$ cat src/rtl/inst_fetch_if.sv
// Instruction-cache request/response port: fetch stage is the master, cache the slave.
interface inst_fetch_if;
  logic        inst_req;
  logic [31:0] inst_addr;
  logic        inst_addr_ok;
  logic        inst_data_ok;
  logic [31:0] inst_rdata;

  modport master (
    output inst_req, inst_addr,
    input  inst_addr_ok, inst_data_ok, inst_rdata
  );

  modport slave (
    input  inst_req, inst_addr,
    output inst_addr_ok, inst_data_ok, inst_rdata
  );
endinterface

$ cat src/rtl/inst_fetch.sv
// Instruction-fetch stage: one cache read per PC, stalls the PC until the word returns,
// buffers it under downstream stall and drains responses orphaned by a flush.
module inst_fetch (
  input  logic              clk,
  input  logic              resetn,
  input  logic [64:0]       pc_to_ic_bus,
  input  logic [5:0]        stall,
  input  logic              flush,
  output logic              stallreq_if,
  inst_fetch_if.master      cache,
  output logic [96:0]       ic_to_id_bus
);

  typedef enum logic [2:0] {
    ST_IDLE,
    ST_REQ,
    ST_WAIT,
    ST_DONE,
    ST_CANCEL
  } state_t;

  state_t      state;
  state_t      next_state;
  logic [31:0] inst_buf;
  logic [31:0] excepttype;
  logic        ce;
  logic [31:0] pc;
  logic        need;
  logic        entry_avail;
  logic [96:0] entry;
  logic        unused_stall_bits;

  assign excepttype        = pc_to_ic_bus[64:33];
  assign ce                = pc_to_ic_bus[32];
  assign pc                = pc_to_ic_bus[31:0];
  assign need              = ce && (excepttype == '0);
  assign cache.inst_addr   = pc;
  assign unused_stall_bits = ^{stall[5:3], stall[0]};

  always_comb begin
    next_state     = state;
    entry_avail    = 1'b0;
    entry          = '0;
    cache.inst_req = 1'b0;

    unique case (state)
      ST_IDLE: begin
        cache.inst_req = need;
        if (!need) begin
          entry_avail = 1'b1;
          entry       = {excepttype, pc, 32'h0, ce};
        end else begin
          next_state = cache.inst_addr_ok ? ST_WAIT : ST_REQ;
        end
      end
      ST_REQ: begin
        cache.inst_req = 1'b1;
        if (cache.inst_addr_ok) next_state = ST_WAIT;
      end
      ST_WAIT: begin
        if (cache.inst_data_ok) begin
          entry_avail = 1'b1;
          entry       = {excepttype, pc, cache.inst_rdata, 1'b1};
          next_state  = stall[1] ? ST_DONE : ST_IDLE;
        end
      end
      ST_DONE: begin
        entry_avail = 1'b1;
        entry       = {excepttype, pc, inst_buf, 1'b1};
        if (!stall[1]) next_state = ST_IDLE;
      end
      ST_CANCEL: begin
        if (cache.inst_data_ok) next_state = ST_IDLE;
      end
      default: next_state = ST_IDLE;
    endcase

    // An accepted request must still have its response drained; an unaccepted one is simply withdrawn.
    if (flush) begin
      unique case (state)
        ST_IDLE, ST_REQ: next_state = (cache.inst_req && cache.inst_addr_ok) ? ST_CANCEL : ST_IDLE;
        ST_WAIT:         next_state = cache.inst_data_ok ? ST_IDLE : ST_CANCEL;
        ST_DONE:         next_state = ST_IDLE;
        default:         next_state = cache.inst_data_ok ? ST_IDLE : ST_CANCEL;
      endcase
    end

    stallreq_if = !flush && !entry_avail && (need || (state == ST_CANCEL));
  end

  always_ff @(posedge clk) begin
    if (!resetn) begin
      state        <= ST_IDLE;
      inst_buf     <= '0;
      ic_to_id_bus <= '0;
    end else begin
      state <= next_state;
      if ((state == ST_WAIT) && cache.inst_data_ok && stall[1] && !flush)
        inst_buf <= cache.inst_rdata;
      if (flush)
        ic_to_id_bus <= '0;
      else if (!stall[1])
        ic_to_id_bus <= entry;
      else if (!stall[2])
        ic_to_id_bus <= '0;
    end
  end

endmodule

$ cat src/flat_wrapper.sv
// flat-port wrapper written by rule: the top's interface ports become plain ports
module inst_fetch_flat 
  (clk, resetn, pc_to_ic_bus, stall, flush, stallreq_if, ic_to_id_bus, cache_inst_req, cache_inst_addr, cache_inst_addr_ok, cache_inst_data_ok, cache_inst_rdata);
  inst_fetch_if cache_i ();
  input  logic clk;
  input  logic resetn;
  input  logic [64:0] pc_to_ic_bus;
  input  logic [5:0] stall;
  input  logic flush;
  output logic stallreq_if;
  output logic [96:0] ic_to_id_bus;
  output wire logic [$bits(cache_i.inst_req)-1:0] cache_inst_req;
  output wire logic [$bits(cache_i.inst_addr)-1:0] cache_inst_addr;
  input wire logic [$bits(cache_i.inst_addr_ok)-1:0] cache_inst_addr_ok;
  input wire logic [$bits(cache_i.inst_data_ok)-1:0] cache_inst_data_ok;
  input wire logic [$bits(cache_i.inst_rdata)-1:0] cache_inst_rdata;
  assign cache_inst_req = cache_i.inst_req;
  assign cache_inst_addr = cache_i.inst_addr;
  assign cache_i.inst_addr_ok = cache_inst_addr_ok;
  assign cache_i.inst_data_ok = cache_inst_data_ok;
  assign cache_i.inst_rdata = cache_inst_rdata;
  inst_fetch u_core (.clk(clk), .resetn(resetn), .pc_to_ic_bus(pc_to_ic_bus), .stall(stall), .flush(flush), .stallreq_if(stallreq_if), .cache(cache_i), .ic_to_id_bus(ic_to_id_bus));
endmodule
$ cat config.mk
export PLATFORM = sky130hd
export DESIGN_NAME = inst_fetch_flat
export DESIGN_NICKNAME = d
export VERILOG_FILES = /design/src/rtl/inst_fetch_if.sv /design/src/rtl/inst_fetch.sv /design/src/flat_wrapper.sv
export SDC_FILE = /design/constraint.sdc
export NUM_CORES = 1
export LEC_CHECK = 0
export ABC_CLOCK_PERIOD_IN_PS = 5100
export BUFFER_PORTS_ARGS = -buffer_cell sky130_fd_sc_hd__buf_2
export CAP_MARGIN = 5
export CORE_MARGIN = 3
export CORE_UTILIZATION = 25
export DETAILED_ROUTE_END_ITERATION = 10
export PLACE_DENSITY_LB_ADDON = 0.05
export REMOVE_ABC_BUFFERS = 1
export SYNTH_ARGS = -nofsm -noshare
export SYNTH_HDL_FRONTEND = slang
export SYNTH_SLANG_ARGS = --single-unit
$ cat constraint.sdc
create_clock -name clk -period 5.1 [get_ports clk]
set_input_delay 0.51 -clock clk [delete_from_list [all_inputs] [get_ports clk]]
set_output_delay 0.51 -clock clk [all_outputs]
set_load 0.01 [all_outputs]
==> results of run 1 <==
synthesized netlist by cell type, types with 3 or more instances:
| library cell | number | area [um2] |
|---|---|---|
| dfxtp_1 | 132 | 2640 |
| nand2_1 | 129 | 484 |
| a22oi_1 | 64 | 480 |
| clkbuf_1 | 41 | 154 |
| nor2_1 | 38 | 143 |
| a2bb2oi_1 | 34 | 298 |
| a21boi_0 | 32 | 240 |
| a21o_1 | 32 | 240 |
| a22o_1 | 32 | 280 |
| buf_4 | 32 | 240 |
| nor4_1 | 8 | 50.1 |
| a211oi_1 | 5 | 37.5 |
| buf_2 | 5 | 25.0 |
| a21oi_1 | 4 | 20.0 |
| nor2b_1 | 4 | 25.0 |
| buf_6 | 3 | 33.8 |
| nand4_1 | 3 | 18.8 |
| o21ai_0 | 3 | 15.0 |
cells by family (layout without fill, tap and decap cells):
| kind of cell | count (synthesis) | count (layout) | share of synthesized area [%] |
|---|---|---|---|
| buf+inv | 86 | 277 | 8.38 |
| simple gates | 199 | 199 | 15.5 |
| compound gates | 211 | 211 | 29.3 |
| flops | 132 | 132 | 46.8 |
area by class of cell:
class                   count  share of cell area [%]
inverters                   2                   0.101
well taps                 280                    4.72
repair buffers            243                    16.7
clock buffers              21                    6.07
clock inverters            11                    2.39
flip-flops and latches    132                    35.6
multi-input cells         410                    34.4
worst min path at each step:
stage | from | end | slack (ns) | cells past startpoint
finish | pc_to_ic_bus[26] | u_core.ic_to_id_bus[59] | 0.32 | 2
global route | pc_to_ic_bus[13] | u_core.ic_to_id_bus[46] | 0.30 | 2
CTS | pc_to_ic_bus[24] | u_core.ic_to_id_bus[57] | 0.29 | 2
detailed placement | u_core.inst_buf[5] | u_core.inst_buf[5] | 0.46 | 2
global placement | u_core.inst_buf[24] | u_core.inst_buf[24] | 0.45 | 2
floorplan | u_core.inst_buf[0] | u_core.inst_buf[0] | 0.44 | 2
power by group through the flow:
stage	logic [mW]	clock network (mW)	registers (mW)
3_3_place_gp	0.177	0	1.08
3_5_place_dp	0.178	0	1.08
4_1_cts	0.179	1.35	1.05
6_report	0.175	1.31	1.05
2_1_floorplan	0.0457	0	1.08
5_1_grt	0.192	1.40	1.06
flip-flops by register name, summed over array words and instances (netlist names):
name,count
u_core.inst_buf,32
u_core.state,3
u_core.ic_to_id_bus,97
metal layers:
metal	track usage (%)	vias up	part of all wire, %
met5	0	-	0.14
met4	5.17	6	1.3
met3	5.72	22	9.3
met2	23.8	235	46
met1	18.1	2438	44
li1	-	2581	-
==> qor.yml, run 1 <==
placed_cell_area_um2: 6800
endpoint: "u_core.ic_to_id_bus[61]"
path_depth: 6
synth.avg_cell_area_um2: 8.99
cp-start-kind: "primary input"
finalCriticalPeriod_ns: 2.94
power.share.clock_pct: 51.6
cts_setup_buffers: 0
finalSetupTns_ns: 0
synthCells: 628
fillCellCount: 2287
drv_cap: 0
place.gp.congestion: 0.778
required_ns: 5.45
fin_area_um2: 7420
routed_wl_mm: 18.6
dp_hpwl_mm: 12.1
grt_first_pass_wirelength_mm: 28.4
r2r_setup_slack_ns: 2.53
path_max_fanout: 36
multiInputGateArea_um2: 2560
htree_levels: 4
final_common_cell: "buf_2"
pre_cts_ws_ns: 1.62
ir_worst_vdd_mv: 0.169
die_area_um2: 24400
wl_per_cell_um: 17.0
min_path_type: "primary input to flop"
cp_top_family: "simple AND/OR/NAND/NOR gates"
antenna_found_initial: 3
worst_pin_slew_ns: 0.968
p_comb_share_pct: 6.9
cp_data_arrival_time_ns: 3.30
drc: 0
cp_slowest_cell: "nor2b_4"
regArea_um2: 2640
path_class: "primary input to flop"
io_pins: 239
numCtsBuffers: 17
p_leak_nw: 3.52
syn-cell-area_um2: 5640
die_x_um: 156
layout-drive-gt1-share_pct: 34.2
total_power_mw: 2.54
swShare_pct: 23.1
p_per_area_nw_per_um2: 342
rsz0062_at_grt: "false"
cp-startpoint: "resetn"
cts.reportedPaths.clkPinSlew_ns: 0.06
initial_core_util_pct: 25.6
dr_total_vias: 5282
dieHeight_um: 156
crit_path_end_kind: "flop"
p_sw_mw: 0.586
cp_num_buf_inv: 2
drt_iter0_markers: 264
cts.repair.resized: 0
cts-root-buf: "clkbuf_16"
utilization_pct: 33.7
setup_slack_ns: 2.16
finalHoldViolCount: 0
grt_util_all_layers_pct: 14.8
grt-ovfl-total: 0
clock_sinks: 132
synth_edf_count: 0
yosysWarnings: 0
rr_endpoint: "u_core.ic_to_id_bus[44]"
io_buffers: 234
r2r_start: "u_core.state[2]"
slew_headroom_pct: 35.5
via_per_inst: 4.81
ys_ff_latch: 132
cts-hold-fix-buffers: 0
setup_viol: 0
fp-row-count: 54
yosysSeqAreaShare_pct: 46.8
final_cell_mix: "buf_2, dfxtp_1, nand2_1"
grt_pass1_vias: 5167
pwr-share-seq_pct: 41.5
final_cells: 1099
async_reset_ff_share_pct: 0
yosysUniqueCellTypes: 39
period_share_pct: 57.7
area_growth_pct: 31.5
r2r_cells: 5
clk_latency_ns: 0.41
grt_max_degree: 65
fin_skew_ns: 0.0116
p_int_mw: 1.96
slowest_delay_ns: 0.82
final_nets: 914
outcome: "complete, no violations"
drv_slew: 0
clock.fmax_ghz: 0.340
cts_tree: "yes"
n_antenna_cell: 0
whs_ns: 0.315
clock_path_buffers: 2
path_cells: "buf_2 > nand2b_2 > nor2b_4 > buf_4 > a22o_1 > a21o_1"
ant_nets: 0
synth_top_flop_cell: "dfxtp_1"
dp_cells: 1067
core_area_um2: 22000
first_pass_iters: 5
Note: power is estimated with default switching activity, not from simulation.
==> inputs of run 2 (changes only) <==
ABC_CLOCK_PERIOD_IN_PS = 2650   (was 5100)
clock period = 2.65 ns   (was 5.1 ns; I/O delays follow)
==> run 2 against run 1 <==
Compared with the run above:
- sequential power up 93%
- die area did not move
- sequential cell count stayed put
- critical path depth fell by 3
- sequential share of layout area down 0.060 points
- global-route usage about the same
- worst hold slack worse by 0.25 ns
- largest cell class unchanged
- clock power increased by 86%
==> qor.yml, run 2 (synthesis results as in run 1) <==
required_ns: 2.38  # -3.07 ns
clk_latency_ns: 0.41  # about the same
ir_worst_vdd_mv: 0.339  # +100%
top_regs: "u_core.ic_to_id_bus (97), u_core.inst_buf (32), u_core.state (3)"
grt_max_degree: 65  # unchanged
worst_pin_slew_ns: 0.681  # -0.287 ns
path_cells: "or4b_2 > a211oi_1 > buf_2"
die_area_um2: 24400  # unchanged
io_pins: 239  # unchanged
pwr-share-seq_pct: 42.2  # +0.7 points
via_per_inst: 4.82  # +0.28%
drc: 0  # unchanged
finalCriticalPeriod_ns: 2.41
r2r_cells: 4  # -1
area_growth_pct: 31.8
core_area_um2: 22000  # unchanged
setup_slack_ns: 0.242  # -1.91 ns
cts-root-buf: "clkbuf_16"
clock.fmax_ghz: 0.415
routed_wl_mm: 18.3  # -1.6%
final_common_cell: "buf_2"
dr_total_vias: 5311  # +0.55%
crit_path_end_kind: "output port"
dieHeight_um: 156  # unchanged
finalHoldViolCount: 0  # unchanged
ant_nets: 0  # unchanged
drv_slew: 0  # unchanged
largest_reg_flops: 97  # unchanged
path_class: "flop to output port"
drt_iter0_markers: 251  # -4.9%
outcome: "complete, no violations"
slowest_delay_ns: 0.62  # -0.20 ns
cp_top_family: "simple AND/OR/NAND/NOR gates"
fp-row-count: 54  # unchanged
antenna_found_initial: 1  # -2
layout-drive-gt1-share_pct: 34.8  # +0.61 points
cp_num_buf_inv: 1  # -1
cts.repair.resized: 0  # unchanged
clock_sinks: 132  # unchanged
p_sw_mw: 1.16  # +98%
die_x_um: 156  # unchanged
period_share_pct: 90.9
power.share.clock_pct: 50.7  # -0.9 points
p_per_area_nw_per_um2: 646  # +89%
path_max_fanout: 13  # -64%
fin_skew_ns: 0.00810  # -0.00348 ns
pre_cts_ws_ns: 0.415  # -1.21 ns
io_buffers: 234  # unchanged
r2r_setup_slack_ns: 0.46  # -2.07 ns
dp_hpwl_mm: 12.5  # +2.9%
p_leak_nw: 3.53  # +0.39%
initial_core_util_pct: 25.6  # unchanged
final_nets: 917  # +0.33%
setup_viol: 0  # unchanged
place.gp.congestion: 0.767  # -1.3%
top_register: "u_core.ic_to_id_bus"
cts_setup_buffers: 0  # unchanged
hp-start: "pc_to_ic_bus[28]"
hold-path-cell-count: 2  # unchanged
wl_per_cell_um: 16.6  # -1.9%
n_antenna_cell: 0  # unchanged
cts-hold-fix-buffers: 0  # unchanged
grt-ovfl-total: 0  # unchanged
drv_cap: 0  # unchanged
cp-start-kind: "flop"
cts_tree: "yes"
clock_path_buffers: 2  # unchanged
numCtsBuffers: 17  # unchanged
fillCellCount: 2309  # +0.96%
grt_first_pass_wirelength_mm: 28.3  # -0.22%
slew_headroom_pct: 54.6  # +19 points
swShare_pct: 24.1  # +1.1 points
cp_slowest_cell: "or4b_2"
p_comb_share_pct: 7.1  # +0.2 points
final_cell_mix: "buf_2, dfxtp_1, nand2_1"
grt_util_all_layers_pct: 14.7  # -0.049 points
cp_data_arrival_time_ns: 2.14  # -1.16 ns
utilization_pct: 33.8  # +0.057 points
worst_hold_path.endpoint: "u_core.ic_to_id_bus[61]"
first_pass_iters: 6  # +1
p_int_mw: 3.65  # +86%
r2r_start: "u_core.state[2]"
rsz0062_at_grt: "false"
min_path_type: "primary input to flop"
cts.reportedPaths.clkPinSlew_ns: 0.07  # about the same
rr_endpoint: "u_core.ic_to_id_bus[52]"
grt_pass1_vias: 5241  # +1.4%
htree_levels: 4  # unchanged
## run 2: cell types whose count changed in the layout (fill, tap and decap cells not counted)
cell	before	now
buf_12	0	1
clkbuf_1	3	0
clkbuf_8	1	0
bufinv_16	4	3
inv_6	0	3
buf_4	9	11
clkinv_2	0	3
clkinv_4	4	3
## run 2: worst max path at each step
stage,endpoint,cells past startpoint,slack [ns],start
2_1_floorplan,u_core.inst_buf[0],4,-2.26,u_core.state[1]
3_3_place_gp,cache_inst_req,6,0.44,pc_to_ic_bus[52]
3_5_place_dp,u_core.ic_to_id_bus[39],4,0.42,u_core.state[2]
4_1_cts,stallreq_if,3,0.24,u_core.state[2]
5_1_grt,stallreq_if,3,0.16,u_core.state[2]
6_report,stallreq_if,3,0.24,u_core.state[2]
## run 2: layer usage
metal  vias to the layer above  global-route usage [%]  routed length (um)
met2                       205                    22.5                8150
met3                        22                    5.97                1630
met4                         2                    5.50                 366
li1                       2583                       -                   -
met5                         -                       0                   7
met1                      2499                    18.7                8180
## run 2: area by class of cell
| class | instances | area, um2 | area share [%] |
|---|---|---|---|
| sequential | 132 | 2640 | 35.5 |
| inverter | 2 | 7.51 | 0.101 |
| tap | 280 | 350 | 4.71 |
| multi-input combinational | 410 | 2560 | 34.4 |
| clock buffer | 17 | 425 | 5.72 |
| clock inverter | 15 | 180 | 2.42 |
| timing repair buffer | 246 | 1270 | 17.1 |
## run 2: worst register-to-register path: stages (launching register included)
cell	delay, ns
dfxtp_1	0.45
or3b_1	0.51
nor4b_4	0.30
o31a_2	0.64
a21o_1	0.22
## run 2: metrics by stage
step           power (mW)  hold slack, ns  cells  area (um2)  TNS [ns]
6_report             4.81          0.0674   1102        7440         0
5_1_grt              5.00          0.0602   1102        7440         0
4_1_cts              4.89          0.0478   1102        7440         0
3_5_place_dp         2.42           0.458   1070        6830         0
3_3_place_gp         2.42           0.451   1070        6830         0
2_1_floorplan        2.18           0.371    544        5180   -167.83
## run 2: power by group through the flow
stage	clock (mW)	sequential [mW]	combinational, mW
CTS	2.52	2.03	0.346
global placement	0	2.07	0.343
detailed placement	0	2.07	0.345
floorplan	0	2.09	0.0879
finish	2.44	2.03	0.339
global route	2.60	2.03	0.373
